File: src/rtl/cpu_ctrl.sv
// cpu_ctrl: multicycle CPU control FSM with retired-instruction counter.
module cpu_ctrl (
    input  logic        clk,
    input  logic        rst_n,
    input  logic [3:0]  opcode,
    input  logic        neg,
    input  logic        zero,
    input  logic        mem_ack,
    output logic [3:0]  alu_op,
    output logic        mem_req,
    output logic        mem_we,
    output logic        addr_sel,
    output logic        ir_we,
    output logic        mdr_we,
    output logic        aluout_we,
    output logic        pc_we,
    output logic        rf_we,
    output logic [1:0]  rf_wsel,
    output logic        halted,
    output logic [3:0]  state,
    output logic [15:0] retired
);
    typedef enum logic [3:0] {
        FETCH = 4'd0, DECODE = 4'd1, EX = 4'd2, WB_ALU = 4'd3, LD_MEM = 4'd4,
        WB_LD = 4'd5, MEM_ST = 4'd6, BR_TAKE = 4'd7, BR_NOT = 4'd8,
        EX_JAL = 4'd9, WB_JAL = 4'd10, EX_JR = 4'd11, HALT = 4'd15
    } state_t;

    state_t      state_q, state_d;
    logic [15:0] retired_q, retired_d;

    always_ff @(posedge clk) begin
        if (!rst_n) begin
            state_q   <= FETCH;
            retired_q <= '0;
        end else begin
            state_q   <= state_d;
            retired_q <= retired_d;
        end
    end

    always_comb begin
        state_d   = state_q;
        retired_d = retired_q + {15'd0, pc_we};
        case (state_q)
            FETCH:   state_d = mem_ack ? DECODE : FETCH;
            DECODE:  state_d = opcode <= 4'd9  ? EX :
                               opcode == 4'd10 ? (zero ? BR_TAKE : BR_NOT) :
                               opcode == 4'd11 ? (neg ? BR_TAKE : BR_NOT) :
                               opcode == 4'd12 ? WB_JAL :
                               opcode == 4'd13 ? EX_JAL :
                               opcode == 4'd14 ? EX_JR : HALT;
            EX:      state_d = opcode == 4'd8 ? LD_MEM : opcode == 4'd9 ? MEM_ST : WB_ALU;
            LD_MEM:  state_d = mem_ack ? WB_LD : LD_MEM;
            MEM_ST:  state_d = mem_ack ? FETCH : MEM_ST;
            EX_JAL:  state_d = WB_JAL;
            HALT:    state_d = HALT;
            default: state_d = FETCH;
        endcase
    end

    // Every output is forced low while rst_n is asserted, whatever the state.
    always_comb begin
        alu_op    = '0;
        mem_req   = 1'b0;
        mem_we    = 1'b0;
        addr_sel  = 1'b0;
        ir_we     = 1'b0;
        mdr_we    = 1'b0;
        aluout_we = 1'b0;
        pc_we     = 1'b0;
        rf_we     = 1'b0;
        rf_wsel   = '0;
        halted    = 1'b0;
        if (rst_n) begin
            case (state_q)
                FETCH:   begin mem_req = 1'b1; ir_we = mem_ack; end
                EX:      begin alu_op = opcode; aluout_we = 1'b1; end
                WB_ALU:  begin rf_we = 1'b1; alu_op = 4'd10; pc_we = 1'b1; end
                LD_MEM:  begin mem_req = 1'b1; addr_sel = 1'b1; mdr_we = mem_ack; end
                WB_LD:   begin rf_we = 1'b1; rf_wsel = 2'd1; alu_op = 4'd10; pc_we = 1'b1; end
                MEM_ST:  begin
                    mem_req  = 1'b1;
                    mem_we   = 1'b1;
                    addr_sel = 1'b1;
                    alu_op   = mem_ack ? 4'd10 : 4'd0;
                    pc_we    = mem_ack;
                end
                BR_TAKE: begin alu_op = 4'd11; pc_we = 1'b1; end
                BR_NOT:  begin alu_op = 4'd10; pc_we = 1'b1; end
                EX_JAL:  begin alu_op = 4'd10; rf_we = 1'b1; rf_wsel = 2'd2; end
                WB_JAL:  begin alu_op = 4'd12; pc_we = 1'b1; end
                EX_JR:   begin alu_op = 4'd13; pc_we = 1'b1; end
                HALT:    halted = 1'b1;
                default: ;
            endcase
        end
    end

    assign state   = state_q;
    assign retired = retired_q;
endmodule

File: config.mk
export PLATFORM = sky130hd
export DESIGN_NAME = cpu_ctrl
export DESIGN_NICKNAME = d
export VERILOG_FILES = /design/src/rtl/cpu_ctrl.sv
export SDC_FILE = /design/constraint.sdc
export NUM_CORES = 1
export LEC_CHECK = 0
export BUFFER_PORTS_ARGS = -buffer_cell sky130_fd_sc_hd__buf_4
export CORE_ASPECT_RATIO = 0.7
export CORE_UTILIZATION = 41
export DETAILED_ROUTE_END_ITERATION = 10
export PLACE_DENSITY = 0.67
export SKIP_CTS_REPAIR_TIMING = 1
export SLEW_MARGIN = 20
export SYNTH_ARGS = -nofsm -noshare
export SYNTH_HDL_FRONTEND = slang
export SYNTH_SLANG_ARGS = --single-unit
File: constraint.sdc
create_clock -name clk -period 3.2 [get_ports clk]
set_input_delay 0.64 -clock clk [delete_from_list [all_inputs] [get_ports clk]]
set_output_delay 0.64 -clock clk [all_outputs]
set_load 0.05 [all_outputs]
==> flow_summary.toml <==
[die]
coreArea_um2 = 2920
rows = 16
fp.dieH_um = 49.5
start_util_pct = 45.1
die_x_um = 69.8
die_area_um2 = 3450
io_pins = 44

[power]
clkPwrFrac_pct = 28.7
netSwitchingPower_mw = 0.231
p_total_mw = 0.664
intPower_mw = 0.434
comb_power_share_pct = 29.2
switching_share_pct = 34.7
ir_drop_v = 0.000209
p_leak_nw = 0.725
p_per_area_nw_per_um2 = 394
p_seq_share_pct = 42.2

[worst_setup_path]
crit_slowest_cell = "dfxtp_1"
crit_fanout = 19
crit_type = "reg2out"
crit_cells = 5
crit_arrival_ns = 2.05
cp-start-kind = "flop"
crit_family = "flip-flops"
cp-endpoint = "alu_op[1]"
crit_start = "state[2]$_SDFF_PN0_"
rr_worst_depth = 9
crit_buf_inv = 1
r2r_start = "state[1]$_SDFF_PN0_"
crit_required_ns = 2.56
r2r_slack_ns = 0.59
r2r_end = "retired[14]$_SDFF_PN0_"
path_cells = "mux2_2 > a22oi_1 > o22ai_1 > and2_1 > buf_4"
crit_path_end_kind = "output port"
cpPeakStageDelay_ns = 0.72

[synthesis]
netlist.top_cell.by_area = "dfxtp_1"
avgSynthCellArea_um2 = 7.99
yosysWarningCount = 0
netlist_instances = 165
ys_seq_area_share_pct = 30.4
synth.ff_latch_count = 20
synth-main-ff-cell = "dfxtp_1"
synth_fp_nets = 176
syn_area_um2 = 1320
synth_top_area_share_pct = 30.4
ys_top_cells_by_area = "dfxtp_1 30%, and2_1 7.6%, xnor2_1 7.3%"
yosysUniqueCellTypes = 43
synth-async-reset-ratio_pct = 0
synth_edf_count = 0

[global_routing]
antenna_found_initial = 0
grt_pass1_vias = 1122
grt_max_degree = 29
grt_pass1_wl_um = 5300
gr-total-overflow = 0
track_usage_pct = 18.8

[place]
portBuffers = 43
dp_hpwl_um = 2310
dp_cells = 231
gp_congestion = 0.923

[detailed_routing]
ant_nets = 0
vias = 1306
drtIter0Drc = 160
post-route-drc-count = 0
dr.pass1.iters = 4
postRouteWirelength_um = 3130
vias_per_cell = 5.56
wl_per_cell_um = 13.3

[clock_network]
clock_sinks = 20
root_buffer = "clkbuf_8"
h-tree-depth = 1
cts_tree = "built"
clkLatencyLatePin_ns = 0.26
clk_pin_slew_ns = 0.07
cts_inserted_buffers = 3
max-clock-path-buffers = 2

[sta]
final_hold_viol_count = 0
period_share_pct = 83.9
rsz0062_at_grt = "false"
fmax_ghz = 0.372
period_minus_slack_ns = 2.69
slew-limit-headroom_pct = 57.9
finClkSkew_ns = 0.00255
setup_viol = 0
fin_setup_tns_ns = 0
slew_viol_final = 0
worst_pin_slew_ns = 0.631

[run]
cap_violations = 0

[layout]
post_route_cells_drive_above_1_share_pct = 26.6
utilization_pct = 57.7
multi_input_area_um2 = 852
antennaDiodeCount = 0
fin_nets = 211
regArea_um2 = 400
syn_to_final_growth_pct = 27.9
final_cells = 235
final.fill_count = 287

[run_status]
status = "finished clean"

[min_path]
min_path_type = "reg2reg"
worstHoldStart = "retired[15]$_SDFF_PN0_"
==> kinds of logic after synthesis <==
group,synth area share [%]
AO/OA/AOI/OAI,14.5
XOR/XNOR,7.97
buffers and inverters,5.03
adder cells (fa/ha/maj),1.90
flip-flops,30.4
AND/OR/NAND/NOR,38.6
multiplexers,1.61
==> synth_stat cells, types with 4 or more instances <==
cell	instances
and2_1	16
clkbuf_1	8
nand2b_1	5
nand4_1	4
nor3_1	5
xnor2_1	11
a21oi_1	8
nor2_1	7
dfxtp_1	20
buf_2	4
nand2_1	13
nand3_1	11
o21ai_0	4
==> power groups by stage <==
stage | clock network (mW) | registers, mW | logic, mW
floorplan | 0 | 0.288 | 0.138
global placement | 0 | 0.284 | 0.192
detailed placement | 0 | 0.285 | 0.192
CTS | 0.198 | 0.279 | 0.193
global route | 0.210 | 0.283 | 0.206
finish | 0.190 | 0.280 | 0.194
==> cell usage in the layout (no fill, tap or decap), types with 2 or more instances in the layout <==
master | synthesis | routed
a21o_1 | 2 | 2
a21oi_1 | 8 | 8
a22oi_1 | 2 | 2
a31oi_1 | 2 | 2
and2_1 | 16 | 16
and3_1 | 3 | 3
and4_1 | 2 | 2
and4_4 | 2 | 2
buf_4 | 0 | 43
clkbuf_8 | 0 | 4
dfxtp_1 | 20 | 20
ha_1 | 2 | 2
inv_1 | 3 | 3
nand2_1 | 13 | 13
nand2b_1 | 5 | 5
nand3_1 | 11 | 11
nand4_1 | 4 | 4
nand4b_1 | 2 | 2
nor2_1 | 7 | 7
nor3_1 | 5 | 5
nor3b_1 | 3 | 3
o211ai_1 | 2 | 2
o21a_1 | 3 | 3
o21ai_0 | 4 | 4
o22ai_1 | 3 | 3
or3_1 | 2 | 2
xnor2_1 | 11 | 11
==> per-stage QoR <==
step                      cell area [um^2]  hold slack (ns)  setup slack (ns)
after floorplan                       1320            0.712             0.163
after global placement                1630            0.466             0.737
after detailed placement              1630            0.479             0.650
after CTS                             1690            0.490             0.508
after global routing                  1690            0.547             0.328
final                                 1690            0.485             0.514
==> per-layer routing <==
metal / vias up / part of all wire (%) / track usage [%]
met5: - / 0 / 0
met1: 583 / 49 / 28.8
met4: 0 / 0.13 / 2.00
met3: 2 / 9.5 / 6.13
li1: 662 / - / -
met2: 59 / 41 / 25.8
==> registers in the layout (all words and copies together), names as in the netlist <==
signal and flops:
retired 16, state 4
==> tightest hold or removal path, cell delays in order (launching register included) <==
cell and delay [ns]:
dfxtp_1 0.32, o21ai_0 0.07, a21boi_1 0.06
==> layout make-up <==
cell class | instances | share of cell area [%]
multi-input combinational | 129 | 50.5
timing repair buffer | 43 | 19.1
tap | 36 | 2.67
clock buffer | 4 | 3.26
sequential | 20 | 23.7
inverter | 3 | 0.668
==> worst min path at each step <==
stage                        endpoint  slack, ns  cells past startpoint
5_1_grt        retired[15]$_SDFF_PN0_       0.55                      2
6_report       retired[15]$_SDFF_PN0_       0.49                      2
3_5_place_dp   retired[15]$_SDFF_PN0_       0.48                      2
2_1_floorplan  retired[15]$_SDFF_PN0_       0.71                      2
3_3_place_gp   retired[15]$_SDFF_PN0_       0.47                      2
4_1_cts        retired[15]$_SDFF_PN0_       0.49                      2
Note: power is estimated with default switching activity, not from simulation.
